`src/rtl/async_fifo_pkg.sv`:
```
// Shared helpers for the async FIFO read-side stream adapter:
// burst-length legality and burst-counter sizing.
package async_fifo_pkg;

  typedef logic [1:0] occ_t;

  localparam int MAX_BURST = 256;

  function automatic bit burst_ok(input int burst);
    return (burst >= 1) && (burst <= MAX_BURST);
  endfunction

  // A BURST of 1 or 2 still needs one counter bit.
  function automatic int bcnt_width(input int burst);
    return (burst <= 2) ? 1 : $clog2(burst);
  endfunction

endpackage

```
`src/rtl/stream_skid_buf2.sv`:
```
// Two-entry ordered register buffer: pop shifts tail into head, and a pushed
// word lands in the lowest slot that is free after that shift.
module stream_skid_buf2
  import async_fifo_pkg::*;
#(
  parameter int DSIZE = 32
) (
  input  logic             clk,
  input  logic             rst_n,
  input  logic             push,
  input  logic [DSIZE-1:0] data,
  input  logic             pop,
  output occ_t             occ,
  output logic [DSIZE-1:0] head
);

  logic [DSIZE-1:0] tail;
  logic [DSIZE-1:0] head_s;
  logic [DSIZE-1:0] head_n;
  logic [DSIZE-1:0] tail_n;
  occ_t             occ_s;
  occ_t             occ_n;

  always_comb begin
    occ_s  = occ;
    head_s = head;
    head_n = head;
    tail_n = tail;
    occ_n  = occ;
    if (pop && (occ != 2'd0)) begin
      head_s = tail;
      occ_s  = occ - 2'd1;
    end
    head_n = head_s;
    // The caller never pushes into a full buffer, so occ_s is 0 or 1 here.
    if (push) begin
      if (occ_s == 2'd0) head_n = data;
      else               tail_n = data;
    end
    occ_n = occ_s + (push ? 2'd1 : 2'd0);
  end

  always_ff @(posedge clk or negedge rst_n) begin
    if (!rst_n) begin
      occ  <= 2'd0;
      head <= '0;
      tail <= '0;
    end else begin
      occ  <= occ_n;
      head <= head_n;
      tail <= tail_n;
    end
  end

endmodule

```
`src/rtl/async_fifo_rd_stream.sv`:
```
// Pops a first-word-fall-through FIFO into a 2-entry buffer and presents a
// valid/ready stream with a burst-boundary marker on every BURST-th beat.
module async_fifo_rd_stream
  import async_fifo_pkg::*;
#(
  parameter int DSIZE = 32,
  parameter int BURST = 8
) (
  input  logic             rclk,
  input  logic             rrst_n,
  input  logic             en,
  input  logic             rempty,
  output logic             rinc,
  input  logic [DSIZE-1:0] rdata,
  output logic             m_valid,
  input  logic             m_ready,
  output logic [DSIZE-1:0] m_data,
  output logic             m_last,
  output logic             idle
);

  localparam int BW = bcnt_width(BURST);
  localparam logic [BW-1:0] LAST_CNT = BW'(BURST - 1);

  if (!burst_ok(BURST)) begin : g_bad_burst
    $error("async_fifo_rd_stream: BURST must be within 1..256");
  end

  occ_t          occ;
  logic          acc;
  logic [BW-1:0] bcnt;

  // Handshake: a beat transfers on the rclk edge where m_valid && m_ready;
  // m_valid never waits on m_ready, and m_valid/m_data/m_last hold until the
  // transfer. On the FIFO side, rinc looks only at en, rempty and occupancy,
  // so no combinational path runs from m_ready back to the FIFO.
  assign rinc    = en && !rempty && (occ < 2'd2);
  assign m_valid = (occ != 2'd0);
  assign idle    = (occ == 2'd0);
  assign acc     = m_valid && m_ready;
  assign m_last  = m_valid && (bcnt == LAST_CNT);

  stream_skid_buf2 #(
    .DSIZE(DSIZE)
  ) u_buf (
    .clk  (rclk),
    .rst_n(rrst_n),
    .push (rinc),
    .data (rdata),
    .pop  (acc),
    .occ  (occ),
    .head (m_data)
  );

  always_ff @(posedge rclk or negedge rrst_n) begin
    if (!rrst_n) begin
      bcnt <= '0;
    end else if (acc) begin
      bcnt <= (bcnt == LAST_CNT) ? '0 : bcnt + BW'(1);
    end
  end

endmodule

```
`config.mk`:
```
export PLATFORM = sky130hd
export DESIGN_NAME = async_fifo_rd_stream
export DESIGN_NICKNAME = d
export VERILOG_FILES = /design/src/rtl/async_fifo_pkg.sv /design/src/rtl/stream_skid_buf2.sv /design/src/rtl/async_fifo_rd_stream.sv
export SDC_FILE = /design/constraint.sdc
export NUM_CORES = 1
export LEC_CHECK = 0
export CELL_PAD_IN_SITES_DETAIL_PLACEMENT = 1
export CELL_PAD_IN_SITES_GLOBAL_PLACEMENT = 1
export CORE_MARGIN = 2
export CORE_UTILIZATION = 40
export CTS_CLUSTER_DIAMETER = 150
export DETAILED_ROUTE_END_ITERATION = 16
export PLACE_DENSITY_LB_ADDON = 0.3
export SLEW_MARGIN = 30
export SYNTH_ARGS = -nofsm -noshare
export SYNTH_HDL_FRONTEND = slang
export SYNTH_SLANG_ARGS = --single-unit
```
`constraint.sdc`:
```
create_clock -name rclk -period 2.8 [get_ports rclk]
set_input_delay 0.42 -clock rclk [delete_from_list [all_inputs] [get_ports rclk]]
set_output_delay 0.42 -clock rclk [all_outputs]
set_load 0.05 [all_outputs]
```
; ---- Word level (Yosys, flattened, before mapping)
; Index checks and enable logic that the tools add are counted.
; Widths: inputs -> output; s select.
[totals]
regBits = 69
output_inout_bits = 36
[classes]
add_sub_neg = 3
n_bitwise = 1
mux = 6
n_eq_ne = 1
n_lt_le_gt_ge = 1
reduce_logical = 10
[ops]
columns = operator, n
row1 = $mux 32, 3
row2 = $logic_and 1x1->1, 5
row3 = $logic_not 2->1, 2
row4 = $add 3x1->3 const B, 1
row5 = $eq 3x3->1 const B, 1
row6 = $mux 3, 1
row7 = $add 2x2->2, 1
row8 = $lt 2x2->1 const B, 1
row9 = $mux 2, 1
row10 = $reduce_and 2->1, 1
row11 = $reduce_bool 2->1, 1
row12 = $sub 2x1->2 const B, 1
row13 = $logic_not 1->1, 1
row14 = $mux 1, 1
row15 = $not 1->1, 1

; ---- Longest topological paths before layout
[depth]
depth_word = 7
depth_mapped = 8

; ---- Cells and area by module
; Synthesis repeated with hierarchy kept, for this count alone.
[unflattened]
hier_cells = 269
hier_area_um2 = 3263.1
[modules_own_cells]
columns = module, seq_area_each_um2, area_per_inst_um2, n_inst, cells_per_inst
row1 = stream_skid_buf2, 1651.6, 3072.9, 1, 254
row2 = async_fifo_rd_stream, 75.1, 190.2, 1, 15

; ---- Least setup slack after synthesis
; No wires, ideal clock.
[synth_path]
path_kind = reg-to-reg
startpoint = reg u_buf.occ[1]
endpoint = reg u_buf.head[10]
setup_ns = 0.125
synth_period_minus_slack_ns = 2.691
slack_ns = 0.109
path_stages_with_launch = 5
arrival_ns = 2.566
t_required_ns = 2.675
path_cell_list = dfrtp_1 > nor3b_1 > nand2_1 > buf_2 > mux2_2
[synth_lines]
columns = item, line_no
row1 = "start, declared", stream_skid_buf2.sv:13  ; output occ_t occ,
row2 = "start signal, assigned", stream_skid_buf2.sv:49  ; occ <= occ_n;
row3 = $lt 2x2->1, async_fifo_rd_stream.sv:37  ; assign rinc = en && !rempty && (occ < 2'd2);
row4 = $logic_and 1x1->1, async_fifo_rd_stream.sv:37
row5 = net rinc, async_fifo_rd_stream.sv:13  ; output logic rinc,
row6 = $mux 32, stream_skid_buf2.sv:36  ; if (push) begin
row7 = net u_buf.head_n[10], stream_skid_buf2.sv:19  ; logic [DSIZE-1:0] head_n;
row8 = "end signal, assigned", stream_skid_buf2.sv:50  ; head <= head_n;
row9 = "end, declared", stream_skid_buf2.sv:14  ; output logic [DSIZE-1:0] head
; The timed path passes the listed nets, and every way through them passes these cells.
; A chain may end at the register's enable or synchronous reset.

; ---- Final worst setup path
[layout_path]
startpoint = reg u_buf.occ[1]
endpoint = out m_last
[layout_via]
elab_chain_len = 2
[layout_rtl]
columns = item, line_no
row1 = $reduce_bool 2->1, async_fifo_rd_stream.sv:38  ; assign m_valid = (occ != 2'd0);
row2 = $logic_and 1x1->1, async_fifo_rd_stream.sv:41  ; assign m_last = m_valid && (bcnt == LAST_CNT);
row3 = "end, declared", async_fifo_rd_stream.sv:18  ; output logic m_last,
; No other way between the ends.

==> impl_results.md <==
- Boundary Pins: 73
- Peak supply drop: 0.0005864 V
- Drt drc: 0
- WHS: 0.07862 ns
- Final Hold Vio Count: 0
- Post-synthesis cell area: 3063 sq um
- N_diodes: 0
- Most common cell after layout, fill and taps aside: mux2_2
- Fin area: 4103 sq um
- Clock Path Buffers: 2
- Worst slew margin: 0.6397
- CTS tree: built
- Post-CTS sizing: 0
- Final non-filler cell total: 381
- Gr ovfl total: 0
- Hold Crit Class: primary input to asynchronous set/reset pin
- Inserted Clock Buffers: 9
- Chip width: 91.51 um
- Commonest non-fill, non-tap cells in the layout: 96 x mux2_2, 70 x clkdlybuf4s50_1, 69 x dfrtp_1, 12 x clkbuf_8, 6 x buf_4
- Flops & latches, synth: 69
- Mapped Avg Cell Area: 15.55 sq um
- Area added between synthesis and finish: 33.95%
- Post-Synthesis Cells: 197
- Nature of the critical path endpoint: output pin
- Layout cells sized above 1: 0.4326
- Post-CTS Setup Inserts: 0
- HPWL after DPL: 3970 um
- Outcome: complete, no violations
- Max_cap viols: 0
- Pin count of the biggest net entering global routing: 70
- Vias in the first global route: 2020
- Fmax: 406.3 MHz
- Root buffer cell: clkbuf_8
- RSZ-0062 raised after global routing: false
- Final Setup Violations: 0
- Synth unique cells: 20
- Synth warnings: 0
- Worst-Skew Late Latency: 0.33 ns
- H-tree levels: 3
- Total number of vias: 1813
- Max Transition Viols Final: 0
- Dpl cells: 364
- Worst path required time: 2.38 ns
- WL/cell: 15.51 um
- Critical path data arrival time: 2.04 ns
- Clock slew at reported path FFs: 0.07 ns
- Pwr dens: 1299 nW/um^2
- Hold buffers post-CTS: 0
- FILL cells: 726
- RD Place Congestion: 0.7160
- Power Total: 5.329 mW
- Starting DRT DRC Count: 40
- Starting density of the core: 0.4178
- Setup TNS: 0 ns
- Antenna viol nets, final: 0
- Critical path type: flop to output pin
- Sequential element share of the synthesized area: 0.5637
- Core area: 7331 sq um
- Syn nets: 238
- Via density: 4.759
- CP Launch Type: flop
- Tmin final: 2.462 ns
- Nets: 318
- Dpl cell area: 3894 sq um
- Initial antenna violation count: 0
- Period utilization: 0.8791
- First-pass GRT wire length: 9977 um
- Clock Skew: 0.009203 ns
- Total track usage: 0.1525
- Die area: 8373 sq um
- Clk sink count: 69
- Die H: 91.51 um
- DRT Pass-1 Iters: 4
- Total wire length: 5909 um
- Worst Tran Pin Value: 0.5405 ns
- Port buffer count: 72
- Rows: 31
- Cell leakage power: 1.726 nW
- Max FO, Critical Path: 5
[stage by stage]
step / util / setup WS, ns
after floorplan: - / 0.1092
after global placement: 0.5311 / 0.4606
after detailed placement: 0.5311 / 0.4122
after CTS: 0.5569 / 0.3226
after global routing: 0.5597 / 0.2148
final: 0.5597 / 0.3385
[power breakdown]
| part | switching (mW) | internal, mW | leakage, nW | total (mW) |
|---|---|---|---|---|
| Sequential | 0.271 | 1.52 | 0.819 | 1.79 |
| Clock | 0.348 | 0.397 | 0.0929 | 0.745 |
| Combinational | 1.49 | 1.31 | 0.814 | 2.80 |
[area by class of cell]
class	instances	area (sq um)	area share
sequential	69	1727	0.4209
multi-input combinational	115	1261	0.3074
timing repair buffer	79	790.8	0.1927
clock buffer	14	172.7	0.04209
tap	99	123.9	0.03019
clock inverter	2	16.27	0.003965
inverter	3	11.26	0.002745
[critical path, cell delays in order (launching register included)]
cell and delay [ns]:
dfrtp_1 0.47, inv_1 0.09, ha_1 0.23, nor2b_1 0.12, clkdlybuf4s50_1 0.80
[final timing paths]
kind	startpoint	end	slack [ns]	cells after the start
max	u_buf.occ[1]	m_last	0.34	4
max reg2reg	u_buf.occ[1]	u_buf.tail[28]	0.47	7
max in group asynchronous	rrst_n	u_buf.head[15]	2.18	3
min reg2reg	u_buf.tail[24]	u_buf.tail[24]	0.49	1
min	rrst_n	u_buf.occ[1]	0.08	2
min in group rclk	u_buf.tail[24]	u_buf.tail[24]	0.49	1
[routing by layer]
layer	wire length (um)	GRT usage
met5	0	0
met4	73	0.05682
met3	312	0.03900
met2	2785	0.2408
met1	2737	0.2023
[flip-flops by register name, indices dropped and copies added (netlist names)]
signal	count
bcnt	3
u_buf.head	32
u_buf.occ	2
u_buf.tail	32
[cells by family after synthesis]
family / synth area share
AOI/OAI and AO/OA: 0.006944
DFF: 0.5637
xor gates and xnor gates: 0.005720
adders and majority gates: 0.01634
muxes: 0.3603
buffers and inverters: 0.02533
and+or+nand+nor: 0.02165
[cell usage after synthesis (all sizes together)]
library cell	n	area [sq um]
mux2	98	1104
dfrtp	69	1727
buf	8	58.80
ha	4	50.05
inv	3	11.26
clkbuf	2	7.510
xnor2	2	17.52
a21o	1	7.510
a21oi	1	5.000
a31o	1	8.760
and4b	1	10.01
nand2	1	3.750
nand2b	1	6.260
nor2	1	3.750
nor2b	1	6.260
nor3	1	5.000
nor3b	1	7.510
nor4b	1	23.77
Power figures use the tool's default switching activity.
